<file path="src/rtl/xor_seq_arbiter_pkg.sv">
// Shared types and helpers for the serial XOR sequencer/arbiter.
package xor_seq_arbiter_pkg;

  typedef enum logic [1:0] {
    IDLE = 2'd0,
    BUSY = 2'd1,
    DONE = 2'd2
  } state_e;

  typedef enum logic {
    OWN_A = 1'b0,
    OWN_B = 1'b1
  } owner_e;

  // Single 2-input NAND; the XOR cell is composed only from these.
  function automatic logic nand2(input logic a, input logic b);
    return ~(a & b);
  endfunction

  // Round-robin pick: a sole requester wins, a tie goes to the one not served last.
  function automatic owner_e pick_winner(input logic req_a, input logic req_b,
                                         input owner_e last_served);
    owner_e win;
    if (req_a && req_b) begin
      if (last_served == OWN_A) begin
        win = OWN_B;
      end else begin
        win = OWN_A;
      end
    end else if (req_a) begin
      win = OWN_A;
    end else begin
      win = OWN_B;
    end
    return win;
  endfunction

endpackage

</file>
<file path="src/rtl/xor_seq_arbiter_cell.sv">
// One-bit XOR built from five 2-input NANDs: s = (a & ~b) | (~a & b).
module xor_nand_cell
  import xor_seq_arbiter_pkg::*;
(
  output logic s,
  input  logic a,
  input  logic b
);

  logic na_s;
  logic nb_s;
  logic a_nb_s;
  logic na_b_s;

  assign na_s   = nand2(a, a);
  assign nb_s   = nand2(b, b);
  assign a_nb_s = nand2(a, nb_s);
  assign na_b_s = nand2(na_s, b);
  assign s      = nand2(a_nb_s, na_b_s);

endmodule

</file>
<file path="src/rtl/xor_seq_arbiter.sv">
// Two-requester round-robin sequencer feeding one shared NAND XOR cell,
// LSB first, one bit per clock.
module xor_seq_arbiter
  import xor_seq_arbiter_pkg::*;
#(
  parameter int WIDTH = 8
) (
  input  logic             clk,
  input  logic             reset,
  input  logic             req_a,
  input  logic [WIDTH-1:0] x_a,
  input  logic [WIDTH-1:0] y_a,
  input  logic             req_b,
  input  logic [WIDTH-1:0] x_b,
  input  logic [WIDTH-1:0] y_b,
  output logic             gnt_a,
  output logic             gnt_b,
  output logic             done_a,
  output logic             done_b,
  output logic [WIDTH-1:0] s,
  output logic             busy
);

  localparam int CNT_W = $clog2(WIDTH) + 1;

  state_e             state_q;
  owner_e             owner_q;
  owner_e             last_q;
  logic [CNT_W-1:0]   count_q;
  logic [WIDTH-1:0]   x_q;
  logic [WIDTH-1:0]   y_q;
  logic [WIDTH-1:0]   res_q;
  logic [WIDTH-1:0]   s_q;
  logic               gnt_a_q;
  logic               gnt_b_q;
  logic               done_a_q;
  logic               done_b_q;
  logic               busy_q;

  owner_e             win_s;
  logic               cell_s;
  logic [WIDTH-1:0]   res_shift_s;

  // Arbitration decision for the current cycle's requests.
  always_comb begin
    win_s = pick_winner(req_a, req_b, last_q);
  end

  xor_nand_cell u_cell (
    .s (cell_s),
    .a (x_q[0]),
    .b (y_q[0])
  );

  // Cell output enters at the MSB so bit 0 lands at the LSB after WIDTH shifts;
  // the concatenate-and-shift form also covers WIDTH=1 without a degenerate slice.
  assign res_shift_s = WIDTH'({cell_s, res_q} >> 1);

  // Sequencer FSM: grant and operand capture, serial XOR, completion pulse.
  always_ff @(posedge clk or posedge reset) begin
    if (reset) begin
      state_q  <= IDLE;
      owner_q  <= OWN_A;
      last_q   <= OWN_B;
      count_q  <= '0;
      x_q      <= '0;
      y_q      <= '0;
      res_q    <= '0;
      s_q      <= '0;
      gnt_a_q  <= 1'b0;
      gnt_b_q  <= 1'b0;
      done_a_q <= 1'b0;
      done_b_q <= 1'b0;
      busy_q   <= 1'b0;
    end else begin
      gnt_a_q  <= 1'b0;
      gnt_b_q  <= 1'b0;
      done_a_q <= 1'b0;
      done_b_q <= 1'b0;
      case (state_q)
        IDLE: begin
          if (req_a || req_b) begin
            state_q <= BUSY;
            busy_q  <= 1'b1;
            owner_q <= win_s;
            count_q <= '0;
            gnt_a_q <= (win_s == OWN_A);
            gnt_b_q <= (win_s == OWN_B);
            if (win_s == OWN_A) begin
              x_q <= x_a;
              y_q <= y_a;
            end else begin
              x_q <= x_b;
              y_q <= y_b;
            end
          end else begin
            busy_q <= 1'b0;
          end
        end
        BUSY: begin
          res_q <= res_shift_s;
          x_q   <= x_q >> 1;
          y_q   <= y_q >> 1;
          if (count_q == CNT_W'(WIDTH - 1)) begin
            state_q  <= DONE;
            s_q      <= res_shift_s;
            done_a_q <= (owner_q == OWN_A);
            done_b_q <= (owner_q == OWN_B);
            last_q   <= owner_q;
          end else begin
            count_q <= count_q + CNT_W'(1);
          end
        end
        DONE: begin
          state_q <= IDLE;
          busy_q  <= 1'b0;
        end
        default: begin
          state_q <= IDLE;
          busy_q  <= 1'b0;
        end
      endcase
    end
  end

  assign gnt_a  = gnt_a_q;
  assign gnt_b  = gnt_b_q;
  assign done_a = done_a_q;
  assign done_b = done_b_q;
  assign s      = s_q;
  assign busy   = busy_q;

endmodule

</file>
<file path="config.mk">
export PLATFORM = sky130hd
export DESIGN_NAME = xor_seq_arbiter
export DESIGN_NICKNAME = d
export VERILOG_FILES = /design/src/rtl/xor_seq_arbiter_pkg.sv /design/src/rtl/xor_seq_arbiter_cell.sv /design/src/rtl/xor_seq_arbiter.sv
export SDC_FILE = /design/constraint.sdc
export NUM_CORES = 1
export LEC_CHECK = 0
export CAP_MARGIN = 0
export CORE_AREA = 2 2 47 93
export CTS_BUF_LIST = sky130_fd_sc_hd__clkbuf_4 sky130_fd_sc_hd__clkbuf_8
export DETAILED_ROUTE_END_ITERATION = 16
export DIE_AREA = 0 0 49 95
export PLACE_DENSITY = 0.85
export SKIP_CTS_REPAIR_TIMING = 1
export SYNTH_ARGS = -nofsm -noshare
export SYNTH_HDL_FRONTEND = slang
export SYNTH_SLANG_ARGS = --single-unit
</file>
<file path="constraint.sdc">
create_clock -name clk -period 2.5 [get_ports clk]
set_input_delay 0.375 -clock clk [delete_from_list [all_inputs] [get_ports clk]]
set_output_delay 0.375 -clock clk [all_outputs]
set_load 0.03 [all_outputs]
</file>
# Yosys cells after proc, flatten, opt, wreduce, memory -nomap -nowiden
# Index checks and enable logic that the tools add are counted.
[totals]
memories = 0
mem_bits_ro = 0
ff_bits = 45
input_bits = 36
mem_bits_rw = 0
elab_cells = 63
out_inout_bits = 13
latch_bits = 0
[classes]
reduce_logical = 9
muxes = 25
n_lt_le_gt_ge = 0
n_shift = 0
bitwise = 10
div = 0
eq_ne = 5
n_mul = 0
n_addsub = 1
[op_table]
columns = ["operator", "n"]
rows = [
  ["2-to-1 mux 8 bit", 4],
  ["case mux 8 bit (2 select lines)", 2],
  ["2-to-1 mux 1 bit", 12],
  ["2-to-1 mux 4 bit", 2],
  ["case mux 4 bit (2 select lines)", 1],
  ["AND reduction 2 bit", 4],
  ["inverter 1 bit", 7],
  ["inequality test 2 bit, second input constant", 3],
  ["adder 4 x 1 -> 4 bit, second input constant", 1],
  ["== test 4 x 3 -> 1 bit, second input constant", 1],
  ["2-to-1 mux 2 bit", 2],
  ["case mux 2 bit (2 select lines)", 1],
  ["AND 1 bit", 3],
  ["AND reduction 3 bit", 1],
  ["== test 2 x 1 -> 1 bit, second input constant", 1],
  ["zero test 2 bit", 1],
  ["case mux 1 bit (2 select lines)", 1],
  ["nonzero test 2 bit", 1],
  ["logical AND 1 bit", 1],
  ["logical OR 1 bit", 1],
]

# Depth between registers and ports, before layout
[depth]
word_depth = 5
mapped_depth = 6

# Hierarchy
# From an unflattened synthesis, not the netlist that was laid out.
[hier_totals]
cells_unflattened = 165
hier_area_um2 = 1890.6
[by_module_without_submodules]
columns = ["mod", "cells_each", "n_inst", "area_per_inst_um2", "seq_area_each_um2"]
rows = [
  ["xor_seq_arbiter", 164, 1, 1881.8, 1102.3],
  ["xor_nand_cell", 1, 1, 8.8, 0.0],
]

# Worst setup path before layout
# No wires, ideal clock.
[synth_path]
path_type = "register -> register"
start = "register count_q[0]"
end = "register s_q[2], in the netlist s[2]"
path_stages_with_launch = 6
arrival_time_ps = 1363
setup_slack_ps = 1009
synth_period_minus_slack_ps = 1491
required_ps = 2372
setup_time_ps = 128
cell_sequence = "dfrtp_1 -> ha_1 -> nand2_1 -> nor3_2 -> buf_4 -> mux2_1"
[synth_between]
elab_chain_len = 2
[synth_lines]
columns = ["item", "line_no", "source"]
rows = [
  ["from (decl)", "xor_seq_arbiter.sv:29", "logic [CNT_W-1:0] count_q;"],
  ["from (signal assigned)", "xor_seq_arbiter.sv:111", "count_q <= count_q + CNT_W'(1);"],
  ["== test 4 x 3 -> 1 bit", "xor_seq_arbiter.sv:104", "if (count_q == CNT_W'(WIDTH - 1)) begin"],
  ["AND reduction 2 bit (no line)", "--", ""],
  ["to (signal assigned)", "xor_seq_arbiter.sv:106", "s_q <= res_shift_s;"],
  ["to (decl)", "xor_seq_arbiter.sv:33", "logic [WIDTH-1:0] s_q;"],
]
# Every way passes these cells.
# A chain may end at the register's enable or synchronous reset.

# Final worst setup path
[layout_path]
start = "input port req_a"
end = "register x_q[5]"
[layout_between]
elab_chain_len = 5
word_cells_on_any_way = 9
cone_classes = "1 x eq/ne; 5 x mux; 3 x reduce/logical"
[layout_lines]
columns = ["item", "line_no", "source"]
rows = [
  ["from (decl)", "xor_seq_arbiter.sv:10", "input logic req_a,"],
  ["2-to-1 mux 1 bit / logical AND 1 bit (equally long branches)", "xor_seq_arbiter_pkg.sv:30, xor_seq_arbiter_pkg.sv:24", ""],
  ["2-to-1 mux 1 bit", "xor_seq_arbiter_pkg.sv:24", "if (req_a && req_b) begin"],
  ["2-to-1 mux 8 bit", "xor_seq_arbiter.sv:89", "if (win_s == OWN_A) begin"],
  ["2-to-1 mux 8 bit", "xor_seq_arbiter.sv:82", "if (req_a || req_b) begin"],
  ["case mux 8 bit (2 select lines)", "xor_seq_arbiter.sv:80", "case (state_q)"],
  ["to (signal assigned)", "xor_seq_arbiter.sv:102", "x_q <= x_q >> 1;"],
  ["to (decl)", "xor_seq_arbiter.sv:30", "logic [WIDTH-1:0] x_q;"],
]
# Several ways; a longest one is shown, not always the timed one. The select of a mux whose other input is x is not followed.

==> metrics.md <==
| Metric | Value |
|---|---|
| Outcome | `finished, final reports clean` |
| Yosys warnings | `0` |
| Fin nets | `~260` |
| WL final | `around 4100 microns` |
| ANT nets after route | `0` |
| Final global-route overflow total | `0` |
| CP Data Arrival Time | `a little over 2 ns` |
| Final TNS setup | `0 ns` |
| Share of layout cells above drive strength 1 | `approximately a fifth` |
| CP max-delay cell | `clkdlybuf4s50_1` |
| Initial antenna violation count | `0` |
| Max-slew violations | `0` |
| Max Cap Viol | `0` |
| Total power | `3.37 mW` |
| Post-synth EDFFs | `0` |
| Routed via count | `roughly 1500` |
| Worst hold slack | `around 0.47 ns` |
| R2r setup slk | `between 0.8 and 0.9 ns` |
| Hold WC Path Type | `in2async` |
| Most frequent cells after synthesis | `43 x dfrtp_1, 21 x nor2_1, 15 x mux2i_1, 15 x nor3b_1, 14 x a211oi_2` |
| Top cells by area, synth | `dfrtp_1 51%, a211oi_2 8.3%, mux2i_1 7.1%, mux2_1 5.3%, nor3b_1 5.3%` |
| Post-synthesis xor/xnor area fraction | `less than 1%` |
| Yosys cell types | `32` |
| Die span in y | `roughly 95 microns` |
| CP peak stage delay | `roughly 0.57 ns` |
| Per-cell routed wire length | `between 10 and 15 microns` |
| Async S/R FF share, synth | `100%` |
| CTS sink count | `44` |
| Post-DR vias/cell | `5.43` |
| Core area | `about 0.0040 sq mm` |
| Layout area overhead | `29.6%` |
| Final setup vio count | `0` |
| Top cell type's share of synthesized area | `a little over 50%` |
| Prevailing post-synth register cell | `dfrtp_1` |
| Ant. Diodes | `0` |
| Critical path's top delay family | `simple AND/OR/NAND/NOR gates` |
| Slew @ Worst Pin | `0.888 ns` |
| Worst VDD drop | `0.808 mV` |
| Syn_area_per_cell | `~12 sq um` |
| Initial DRC Count | `25` |
| Crit path buf inv count | `1` |
| Mapped Area | `0.00212 sq mm` |
| Yosys top cell by area | `dfrtp_1` |
| Critical Path, Cell by Cell | `clkdlybuf4s50_1, nor3_2, or2_1, nor2_4, a211oi_2` |
| Worst Skew | `about 0.0065 ns` |
| First drt pass iteration count | `4` |
| Die area | `between 0.004 and 0.005 sq mm` |
| Critical path class | `in2reg` |
| Relative slew margins | `40.5%` |
| Largest family of logic cells by synthesized area | `multiplexers` |
| Final min period | `1.93 ns` |
| CP Launch Type | `primary input` |
| Worst r2r src | `state_q[0]` |
| Mapped Cells | `170` |
| Post-synthesis adder-cell area fraction | `0.590%` |
| CP max FO | `20` |
| Tot GR Track Use | `20.3%` |
| Largest net degree at the start of global routing | `27` |
| H-tree depth | `2` |
| Total CTS buffers | `5` |
| Vias in the first global route | `about 1500` |
| Worst EP required | `~2.7 ns` |
| Simple-Gate Fraction of Synth Area | `14.0%` |
| Finished Layout Cells | `275` |
| R2r worst-path depth | `4` |
| RSZ-0062 raised after global routing | `no` |
| First-pass GRT wire length | `between 7000 and 8000 microns` |
| Mux share of post-synthesis cell area | `roughly 17%` |
| Post-synthesis sequential area ratio | `between 50% and 60%` |
| Cell with the most instances after synthesis | `dfrtp_1` |
| Row count | `33` |
| Flops & latches, synth | `44` |
| CTS Buffer Depth | `2` |
| Post-DP HPWL | `between 2000 and 3000 microns` |
| Die Wd | `between 40 and 50 microns` |
| PD cells | `1220 mW/mm^2` |
| CTS clock-pin slew for the worst setup and hold paths | `~0.08 ns` |
| Clock Latency Late Sink | `0.29 ns` |
| Placer congestion estimate | `0.862` |
| Final worst path period share | `slightly below 80%` |
| Residual DRC | `0` |
| CTS tree | `built` |
| FF-to-FF End | `x_q[5]` |
| Final hold vios | `0` |
| I/O Buffers | `between 40 and 50` |
| CTS root buffer | `clkbuf_8` |
| Leakage power | `1.18 nW` |
| Placed cells | `267` |
| F_max | `0.519 GHz` |
| Starting density of the core | `between 50% and 60%` |
| Post-synthesis compound-gate area fraction | `roughly an eighth` |
| Worst Setup End Kind | `register` |
| Final core utilization | `roughly two thirds` |
| Synth Net Count | `207` |
| Io pins | `roughly 50` |
[worst max-delay path by stage]
stage / from / end / slack, ns / cells past startpoint
after global routing: req_a / y_q[1] / 0.45 / 5
after CTS: req_a / x_q[5] / 0.56 / 5
after global placement: req_a / x_q[5] / 0.32 / 5
final: req_a / x_q[5] / 0.57 / 5
after floorplan: count_q[0] / s[2] / 1.01 / 5
after detailed placement: req_a / x_q[5] / 0.26 / 5
[flip-flops by register name, summed over array words and instances (netlist names)]
| register | flops |
|---|---|
| busy | 1 |
| y_q | 8 |
| res_q | 7 |
| count_q | 4 |
| owner_q | 1 |
| gnt_a | 1 |
| x_q | 8 |
| last_q | 1 |
| done_b | 1 |
| s | 8 |
| done_a | 1 |
| state_q | 2 |
| gnt_b | 1 |
[area by class of cell]
cell class | count | area (sq um)
clock buffers | 7 | 90.1
fillers | 311 | 1250
flip-flops and latches | 44 | 1100
clock inverters | 1 | 7.51
inverters | 3 | 11.3
well taps | 52 | 65.1
repair buffers | 56 | 541
multi-input cells | 112 | 933
[cells by family after synthesis]
| group | Yosys count |
|---|---|
| mux | 33 |
| fa+ha+maj | 1 |
| xor+xnor | 1 |
| buf+inv | 14 |
| simple gates | 52 |
| flops | 44 |
| compound gates | 25 |
[cell usage in the layout (no fill, tap or decap), drive strengths merged, types with 2 or more instances in the layout]
master / Yosys / layout
clkdlybuf4s50: 0 / 48
dfrtp: 43 / 43
nor2: 23 / 23
mux2: 18 / 18
nor3b: 15 / 15
mux2i: 15 / 15
a211oi: 14 / 14
buf: 8 / 8
clkbuf: 3 / 7
nor3: 5 / 5
a21oi: 4 / 4
a22o: 4 / 4
nor2b: 2 / 2
and2: 2 / 2
inv: 3 / 2
[stage by stage]
step | instance area [sq um] | setup WS (ns)
after floorplan | 2120 | 1.01
after CTS | 2750 | 0.559
after detailed placement | 2650 | 0.256
final | 2750 | 0.572
after global placement | 2650 | 0.324
after global routing | 2750 | 0.447
[metal layers]
| metal | vias up | GRT usage [%] | wire, microns |
|---|---|---|---|
| li1 | 709 | - | - |
| met1 | 734 | 26.1 | 1720 |
| met2 | 43 | 32.8 | 2110 |
| met3 | 8 | 4.11 | 159 |
| met4 | 0 | 9.29 | 89 |
| met5 | - | 0 | 0 |
[report_power, final]
part           internal (mW)  switching (mW)
Sequential              1.06           0.210
Clock                  0.235           0.234
Combinational          0.786           0.843
(Power assumes the default switching activity.)
